## src/rtl/rx_block_sync_pkg.sv

```systemverilog
// Shared definitions for the block-sync receiver and the frame generator.
package rx_block_sync_pkg;

    // Block-sync FSM encoding
    typedef enum logic [1:0] {
        ST_HUNT      = 2'd0,
        ST_SLIP_WAIT = 2'd1,
        ST_LOCKED    = 2'd2
    } sync_state_t;

    // 64b/66b sync header values
    localparam logic [1:0] SYNC_DATA = 2'b01;
    localparam logic [1:0] SYNC_CTRL = 2'b10;

    localparam int unsigned WORD_W = 64;
    localparam int unsigned HDR_W  = 2;

    // One recovered 66-bit block
    typedef struct packed {
        logic [HDR_W-1:0]  header;
        logic [WORD_W-1:0] data;
    } rx_word_t;

    // A header is usable only if it shows a transition
    function automatic logic header_valid(input logic [HDR_W-1:0] hdr);
        return (hdr == SYNC_DATA) || (hdr == SYNC_CTRL);
    endfunction

endpackage

```

## src/rtl/rx_block_sync_sat_counter.sv

```systemverilog
// Saturating up-counter; holds at all-ones until reset.
module sat_counter #(
    parameter int unsigned WIDTH = 16
) (
    input  logic             clk,
    input  logic             rst_n,
    input  logic             inc,
    output logic [WIDTH-1:0] count
);

    // Increment on request unless already saturated
    always_ff @(posedge clk or negedge rst_n) begin
        if (!rst_n) begin
            count <= '0;
        end else if (inc && (count != {WIDTH{1'b1}})) begin
            count <= count + WIDTH'(1);
        end
    end

endmodule

```

## src/rtl/rx_block_sync.sv

```systemverilog
// 64b/66b block lock: hunts for sync headers, requests bitslip, forwards locked words.
module rx_block_sync
    import rx_block_sync_pkg::*;
#(
    parameter int unsigned LOCK_COUNT    = 64,
    parameter int unsigned ERR_WINDOW    = 64,
    parameter int unsigned ERR_LIMIT     = 16,
    parameter int unsigned SLIP_WAIT     = 32,
    parameter int unsigned ERR_CNT_WIDTH = 16
) (
    input  logic                     USER_CLK,
    input  logic                     SYSTEM_RESET_N,
    input  logic [WORD_W-1:0]        RX_DATA_IN,
    input  logic [HDR_W-1:0]         RX_HEADER_IN,
    input  logic                     RX_DATA_VALID_IN,
    output logic                     RX_SLIP_OUT,
    output logic                     BLOCK_LOCK_OUT,
    output logic [WORD_W-1:0]        RX_DATA_OUT,
    output logic [HDR_W-1:0]         RX_HEADER_OUT,
    output logic                     RX_VALID_OUT,
    output logic [ERR_CNT_WIDTH-1:0] HEADER_ERR_COUNT_OUT
);

    localparam int unsigned GOOD_W = $clog2(LOCK_COUNT + 1);
    localparam int unsigned WIN_W  = $clog2(ERR_WINDOW + 1);
    localparam int unsigned BAD_W  = $clog2(ERR_LIMIT + 1);
    localparam int unsigned WAIT_W = $clog2(SLIP_WAIT + 1);

    sync_state_t       state;
    logic [GOOD_W-1:0] good_cnt;
    logic [WIN_W-1:0]  win_cnt;
    logic [BAD_W-1:0]  bad_cnt;
    logic [WAIT_W-1:0] wait_cnt;
    rx_word_t          word_q;

    logic hdr_ok;
    logic err_inc;

    assign hdr_ok  = header_valid(RX_HEADER_IN);
    assign err_inc = RX_DATA_VALID_IN && (state == ST_LOCKED) && !hdr_ok;

    // Lock FSM with its run, window, error and slip-wait counters
    always_ff @(posedge USER_CLK or negedge SYSTEM_RESET_N) begin
        if (!SYSTEM_RESET_N) begin
            state          <= ST_HUNT;
            good_cnt       <= '0;
            win_cnt        <= '0;
            bad_cnt        <= '0;
            wait_cnt       <= '0;
            RX_SLIP_OUT    <= 1'b0;
            BLOCK_LOCK_OUT <= 1'b0;
        end else begin
            RX_SLIP_OUT <= 1'b0;
            case (state)
                ST_HUNT: begin
                    if (RX_DATA_VALID_IN) begin
                        if (!hdr_ok) begin
                            RX_SLIP_OUT <= 1'b1;
                            good_cnt    <= '0;
                            wait_cnt    <= '0;
                            state       <= ST_SLIP_WAIT;
                        end else if (good_cnt == GOOD_W'(LOCK_COUNT - 1)) begin
                            good_cnt       <= '0;
                            win_cnt        <= '0;
                            bad_cnt        <= '0;
                            BLOCK_LOCK_OUT <= 1'b1;
                            state          <= ST_LOCKED;
                        end else begin
                            good_cnt <= good_cnt + GOOD_W'(1);
                        end
                    end
                end
                ST_SLIP_WAIT: begin
                    // Gearbox needs time to settle after a slip; input is ignored
                    if (wait_cnt == WAIT_W'(SLIP_WAIT - 1)) begin
                        wait_cnt <= '0;
                        good_cnt <= '0;
                        state    <= ST_HUNT;
                    end else begin
                        wait_cnt <= wait_cnt + WAIT_W'(1);
                    end
                end
                ST_LOCKED: begin
                    if (RX_DATA_VALID_IN) begin
                        // Lock loss takes priority over window rollover
                        if (!hdr_ok && (bad_cnt == BAD_W'(ERR_LIMIT - 1))) begin
                            RX_SLIP_OUT    <= 1'b1;
                            BLOCK_LOCK_OUT <= 1'b0;
                            win_cnt        <= '0;
                            bad_cnt        <= '0;
                            wait_cnt       <= '0;
                            state          <= ST_SLIP_WAIT;
                        end else if (win_cnt == WIN_W'(ERR_WINDOW - 1)) begin
                            win_cnt <= '0;
                            bad_cnt <= '0;
                        end else begin
                            win_cnt <= win_cnt + WIN_W'(1);
                            if (!hdr_ok) begin
                                bad_cnt <= bad_cnt + BAD_W'(1);
                            end
                        end
                    end
                end
                default: begin
                    state          <= ST_HUNT;
                    BLOCK_LOCK_OUT <= 1'b0;
                end
            endcase
        end
    end

    // Output register: capture every strobed word, flag only those seen while locked
    always_ff @(posedge USER_CLK or negedge SYSTEM_RESET_N) begin
        if (!SYSTEM_RESET_N) begin
            word_q       <= '0;
            RX_VALID_OUT <= 1'b0;
        end else begin
            if (RX_DATA_VALID_IN) begin
                word_q <= '{header: RX_HEADER_IN, data: RX_DATA_IN};
            end
            RX_VALID_OUT <= RX_DATA_VALID_IN && (state == ST_LOCKED);
        end
    end

    assign RX_DATA_OUT   = word_q.data;
    assign RX_HEADER_OUT = word_q.header;

    sat_counter #(
        .WIDTH(ERR_CNT_WIDTH)
    ) u_err_cnt (
        .clk  (USER_CLK),
        .rst_n(SYSTEM_RESET_N),
        .inc  (err_inc),
        .count(HEADER_ERR_COUNT_OUT)
    );

endmodule

```

## config.mk

```make
export PLATFORM = sky130hd
export DESIGN_NAME = rx_block_sync
export DESIGN_NICKNAME = d
export VERILOG_FILES = /design/src/rtl/rx_block_sync_pkg.sv /design/src/rtl/rx_block_sync_sat_counter.sv /design/src/rtl/rx_block_sync.sv
export SDC_FILE = /design/constraint.sdc
export NUM_CORES = 1
export LEC_CHECK = 0
export CORE_MARGIN = 2
export CORE_UTILIZATION = 47
export CTS_CLUSTER_SIZE = 16
export DETAILED_ROUTE_END_ITERATION = 16
export PLACE_DENSITY = 0.81
export SYNTH_ARGS = -nofsm -noshare
export SYNTH_HDL_FRONTEND = slang
export SYNTH_HIERARCHICAL = 1
export SYNTH_SLANG_ARGS = --single-unit
```

## constraint.sdc

```tcl
create_clock -name USER_CLK -period 5.4 [get_ports USER_CLK]
set_clock_uncertainty 0.15 [all_clocks]
set_input_delay 1.08 -clock USER_CLK [delete_from_list [all_inputs] [get_ports USER_CLK]]
set_output_delay 1.08 -clock USER_CLK [all_outputs]
set_load 0.005 [all_outputs]
```

==> flow_summary.toml, run 1 <==
[cts]
cts_setup_buffers = 0
clkLatencyLatePin_ps = 370
cts_resized = 0
clock-sinks = 112
h-tree-depth = 3
clkSlewWorstSetupHoldPaths_ps = 100
clockBufferDepth = 2
cts_buffers = 9
hold_buffers = 0
cts_tree = "done"
cts-root-buf = "clkbuf_8"

[power]
swShare = 0.226
intPower_mw = 1.34
ir_drop_mv = 0.147
seqPwrFrac = 0.532
p_clk_frac = 0.321
power.density_nw_per_um2 = 259
leakage_nw = 2.82
p_switching_uw = 392
p_comb_frac = 0.146

[synth]
ys_seq_elements = 112
synthDistinctLibCells = 55
synth.cell_area_um2 = 4830
synth-async-reset-ratio = 1.00
synth_area_leaders = "dfrtp_1 58%, mux2_2 16%, o21ai_0 1.8%"
synth_edf_count = 0
avgSynthCellArea_um2 = 12.7
synthFlopType = "dfrtp_1"
yosysTopAreaCellShare = 0.580
syn_nets = 455
ys_seq_area_frac = 0.580
synth_area_leader_cell = "dfrtp_1"
ys_warn_count = 6
postSynthCellCount = 380

[critical_path]
crit_chain = "clkdlybuf4s50_1, xor2_1, nor2_1, nand4_1, nor4_1, nand3_1, xnor2_1"
worstPathRequired_ps = 5500
critPathMaxFanout = 9
setup.worst_path.start = "RX_HEADER_IN[1]"
worstSetupPathType = "in2reg"
worst_setup_path_start_kind = "input pin"
slowest_delay_ps = 490
worst_path_max_delay_cell = "clkdlybuf4s50_1"
cp_num_buf_inv = 1
crit_arrival_ps = 3290
end_kind = "register"
crit_family = "simple AND/OR/NAND/NOR gates"
worstReg2RegStart = "bad_cnt[0]$_DFFE_PN0P_"

[placed_design]
dp_hpwl_um = 7880
gp_congestion = 0.823
dp.cells = 654
port_buffers = 153

[sta]
setup_tns_ps = 0
worst_pin_slew_ps = 1070
fin_crit_sh = 0.591
finalSetupViolCount = 0
hold_violations = 0
maxSlewViolCount = 0
relSlewSlack = 0.284
rsz0062_at_grt = "false"
period_minus_slack_ps = 3190
max_freq_mhz = 314

[floorplan]
design.die.area_um2 = 11100
ioPinCount = 154
start_util = 0.489
die_x_um = 105
die_h_um = 105
fp.coreArea_um2 = 9860
fp-row-count = 36

[global_route]
grt_util_all_layers = 0.205
grt_pass1_wl_um = 18200
grt_pass1_vias = 3694
antenna_found_initial = 0
overflow = 0
grt_start_max_net_pins = 71

[drt]
post_drt_wl_per_cell_um = 16.1
routed_via_density = 5.33
wl_met3_um = 671
routedLengthMet1_um = 4380
met2WireLength_um = 5480
drt_pass1_iterations = 4
top_layer = "met4"
routed_wl_um = 10800
drc = 0
vias = 3573
drtIter0Drc = 120
drt.antenna.violating_nets = 0

[status]
status = "finished clean"

[final_layout]
diodes = 0
final_common_cell = "clkdlybuf4s50_1"
nFillCells = 736
nets = 607
seqCellArea_um2 = 2800
layout_common_cells = "151 x clkdlybuf4s50_1, 112 x dfrtp_1, 67 x mux2_2"
syn_to_final_growth_pct = 38.7
layoutNonFillerInstCount = 670
drive_gt1_frac = 0.177
multi_input_area_um2 = 1920

[run]
max_cap_violations = 0

[hold_path]
worstHoldStart = "RX_DATA_OUT[53]$_DFFE_PN0P_"
holdCritPathClass = "reg2reg"
-- state kept, by name, indices dropped and copies added (netlist names) --
register and flops:
RX_HEADER_OUT 2, u_err_cnt/count 16, wait_cnt 6, RX_DATA_OUT 64, RX_SLIP_OUT 1, RX_VALID_OUT 1, state 2, win_cnt 7
good_cnt 7, bad_cnt 5, BLOCK_LOCK_OUT 1
-- metal layers --
layer / GRT usage / vias up
met2: 0.336 / 99
met1: 0.257 / 1770
met3: 0.0544 / 19
met4: 0.0857 / 0
met5: 0 / -
li1: - / 1685
-- through the flow --
step | setup WS (ps) | total power [mW] | hold slack (ps) | utilization | instance area [µm²]
final | 2210 | 1.73 | 362 | 0.679 | 6700
after global routing | 2000 | 1.81 | 383 | 0.679 | 6700
after CTS | 2240 | 1.75 | 368 | 0.679 | 6700
after detailed placement | 1830 | 1.20 | 344 | 0.656 | 6470
after global placement | 1970 | 1.19 | 329 | 0.656 | 6470
after floorplan | 2530 | 1.01 | 304 | - | 4830
-- cells by family (layout without fill, tap and decap cells) --
group / Yosys count / count (layout) / share of synthesized area
AOI/OAI and AO/OA: 57 / 57 / 0.0798
xor gates and xnor gates: 15 / 15 / 0.0288
adders and majority gates: 6 / 6 / 0.0155
buffers and inverters: 24 / 181 / 0.0215
DFF: 112 / 112 / 0.580
muxes: 71 / 71 / 0.166
and+or+nand+nor: 95 / 95 / 0.108
-- power groups by stage --
stage / registers [mW] / clock network [mW] / logic, mW
3_3_place_gp: 0.936 / 0 / 0.254
3_5_place_dp: 0.940 / 0 / 0.257
2_1_floorplan: 0.941 / 0 / 0.0709
4_1_cts: 0.924 / 0.573 / 0.258
6_report: 0.923 / 0.557 / 0.253
5_1_grt: 0.931 / 0.608 / 0.273
-- synthesized netlist by cell type (all sizes together) (2+ instances only) --
master / number
a211oi: 3
a21oi: 9
a22o: 2
a31o: 2
a31oi: 3
a32o: 2
and2: 2
and3: 6
and4: 2
buf: 11
clkbuf: 3
dfrtp: 112
ha: 6
inv: 10
mux2: 68
mux2i: 3
nand2: 19
nand2b: 7
nand3: 14
nand3b: 3
nand4: 11
nor2: 13
nor2b: 2
nor3: 5
o211ai: 2
o21ai: 17
o22ai: 4
o31ai: 2
or2: 2
or3: 4
xnor2: 10
xor2: 5
-- worst paths after layout --
path	endpoint	slack [ps]	depth (start not counted)
worst min-delay path	RX_DATA_OUT[53]$_DFFE_PN0P_	360	1
worst max register to register	bad_cnt[4]$_DFFE_PN0P_	2740	6
worst min register to register	RX_DATA_OUT[53]$_DFFE_PN0P_	360	1
max in group asynchronous	RX_DATA_OUT[40]$_DFFE_PN0P_	3360	2
worst max-delay path	u_err_cnt/count[13]$_DFFE_PN0P_	2210	7
min in group asynchronous	RX_DATA_OUT[3]$_DFFE_PN0P_	650	1
-- worst register-to-register path: stages, from the launching register on --
cell and delay (ps):
dfrtp_1 430, ha_1 250, and3_1 190, ha_1 220
a21oi_1 830, nand3_1 270, o22ai_1 240
-- layout make-up --
class	count	area share
clock buffers	10	0.0205
repair buffers	155	0.230
flip-flops and latches	112	0.418
inverters	10	0.00560
clock inverters	6	0.0138
well taps	133	0.0248
multi-input cells	244	0.287
(Power assumes the default switching activity.)
==> run 2: changes to the inputs <==
--- a/config.mk
+++ b/config.mk
@@ -6,10 +6,10 @@
 export NUM_CORES = 1
 export LEC_CHECK = 0
 export CORE_MARGIN = 2
-export CORE_UTILIZATION = 47
+export CORE_UTILIZATION = 42
 export CTS_CLUSTER_SIZE = 16
 export DETAILED_ROUTE_END_ITERATION = 16
-export PLACE_DENSITY = 0.81
+export PLACE_DENSITY = 0.77
 export SYNTH_ARGS = -nofsm -noshare
 export SYNTH_HDL_FRONTEND = slang
 export SYNTH_HIERARCHICAL = 1
==> constraint.sdc (replaced) <==
create_clock -name USER_CLK -period 2.9 [get_ports USER_CLK]
set_clock_uncertainty 0.15 [all_clocks]
set_input_delay 0.58 -clock USER_CLK [delete_from_list [all_inputs] [get_ports USER_CLK]]
set_output_delay 0.58 -clock USER_CLK [all_outputs]
set_load 0.005 [all_outputs]
==> run 2 against run 1 <==
Net effect: critical path depth decreased by 2; via count increased by 1.4%; largest cell class unchanged; critical endpoint is now win_cnt[3]$_DFFE_PN0P_; worst hold slack got worse by 230 ps; flip-flop and latch count unchanged; critical path type unchanged; first-iteration DRC count increased by 55%; register-to-register slack got worse by 2100 ps.
==> flow_summary.toml, run 2 (synthesis gave the netlist of run 1 again) <==
[cts]
cts_tree = "done"
clkLatencyLatePin_ps = 340
clock-sinks = 112
cts_setup_buffers = 0
cts_resized = 0
clkSlewWorstSetupHoldPaths_ps = 70
clockBufferDepth = 2
hold_buffers = 0
h-tree-depth = 3
cts_buffers = 9
cts-root-buf = "clkbuf_16"

[run]
max_cap_violations = 0

[power]
swShare = 0.206
p_comb_frac = 0.135
leakage_nw = 2.91
p_switching_uw = 733
power.density_nw_per_um2 = 517
seqPwrFrac = 0.484
p_clk_frac = 0.381
ir_drop_mv = 0.324
intPower_mw = 2.82

[floorplan]
start_util = 0.427
die_h_um = 111
fp-row-count = 39
die_x_um = 111
fp.coreArea_um2 = 11300
design.die.area_um2 = 12400
ioPinCount = 154

[drt]
routed_via_density = 5.29
drtIter0Drc = 186
drt.antenna.violating_nets = 0
routed_wl_um = 11000
drt_pass1_iterations = 5
vias = 3624
drc = 0
post_drt_wl_per_cell_um = 16.1

[final_layout]
syn_to_final_growth_pct = 42.2
layoutNonFillerInstCount = 685
seqCellArea_um2 = 2800
multi_input_area_um2 = 1920
layout_common_cells = "151 x clkdlybuf4s50_1, 112 x dfrtp_1, 67 x mux2_2"
largest_reg_flops = 64
final_common_cell = "clkdlybuf4s50_1"
nFillCells = 928
nets = 612
drive_gt1_frac = 0.181
diodes = 0

[placed_design]
dp.cells = 669
dp_hpwl_um = 7830
gp_congestion = 0.770
port_buffers = 153

[sta]
max_freq_mhz = 432
relSlewSlack = 0.468
setup_tns_ps = 0
period_minus_slack_ps = 2320
finalSetupViolCount = 0
hold_violations = 0
worst_pin_slew_ps = 798
fin_crit_sh = 0.798
maxSlewViolCount = 0
rsz0062_at_grt = "false"

[critical_path]
r2r_setup_slack_ps = 650
crit_arrival_ps = 2390
end_kind = "register"
worstPathRequired_ps = 2980
reg2regPathDepth = 5
worstSetupPathType = "in2reg"
worst_setup_path_start_kind = "input pin"
worstReg2RegStart = "u_err_cnt/count[0]$_DFFE_PN0P_"
timing.rr.end = "u_err_cnt/count[1]$_DFFE_PN0P_"
critPathMaxFanout = 9

[global_route]
grt_start_max_net_pins = 64
grt_pass1_vias = 3710
grt_pass1_wl_um = 18100
antenna_found_initial = 0
grt_util_all_layers = 0.180
overflow = 0

[hold_path]
holdCritPathClass = "in2async"

[status]
status = "finished clean"
[run 2: worst max-delay path, stage by stage]
cell             delay, ps
clkdlybuf4s50_1        500
xnor2_2                270
o41a_1                 580
a31o_2                 260
a32o_1                 200
[run 2: how the worst max path moves through the flow]
stage | slack [ps] | cells past startpoint | endpoint | from
floorplan | 530 | 7 | u_err_cnt/count[13]$_DFFE_PN0P_ | RX_DATA_VALID_IN
global route | 440 | 5 | bad_cnt[1]$_DFFE_PN0P_ | RX_HEADER_IN[1]
detailed placement | 230 | 5 | win_cnt[3]$_DFFE_PN0P_ | RX_HEADER_IN[1]
finish | 580 | 5 | win_cnt[3]$_DFFE_PN0P_ | RX_HEADER_IN[1]
global placement | 290 | 5 | win_cnt[3]$_DFFE_PN0P_ | RX_HEADER_IN[1]
CTS | 570 | 5 | win_cnt[3]$_DFFE_PN0P_ | RX_HEADER_IN[1]
[run 2: per-layer routing]
layer | up-vias | track usage | routed length, µm
met5 | - | 0 | 0
met4 | 0 | 0.0691 | 180
met3 | 14 | 0.0459 | 618
met2 | 99 | 0.304 | 5620
met1 | 1828 | 0.223 | 4580
li1 | 1683 | - | -
[run 2: power by group through the flow]
stage               sequential (mW)  clock (mW)  combinational, mW
CTS                            1.72        1.40              0.488
global placement               1.74           0              0.477
floorplan                      1.75           0              0.132
global route                   1.73        1.46              0.517
finish                         1.72        1.35              0.478
detailed placement             1.75           0              0.485
[run 2: area by class of cell]
| class | instances | share of cell area |
|---|---|---|
| sequential | 112 | 0.408 |
| timing repair buffer | 160 | 0.231 |
| tap | 143 | 0.0261 |
| multi-input combinational | 244 | 0.280 |
| inverter | 10 | 0.00547 |
| clock inverter | 2 | 0.00875 |
| clock buffer | 14 | 0.0399 |
[run 2: through the flow]
step / hold WS (ps) / utilization / cell area [µm²] / worst slack, ps / power [mW]
3_3_place_gp: 332 / 0.577 / 6530 / 291 / 2.22
4_1_cts: 169 / 0.606 / 6860 / 565 / 3.61
6_report: 133 / 0.606 / 6860 / 584 / 3.55
2_1_floorplan: 134 / - / 4830 / 534 / 1.88
5_1_grt: 204 / 0.606 / 6860 / 441 / 3.71
3_5_place_dp: 337 / 0.577 / 6530 / 226 / 2.23
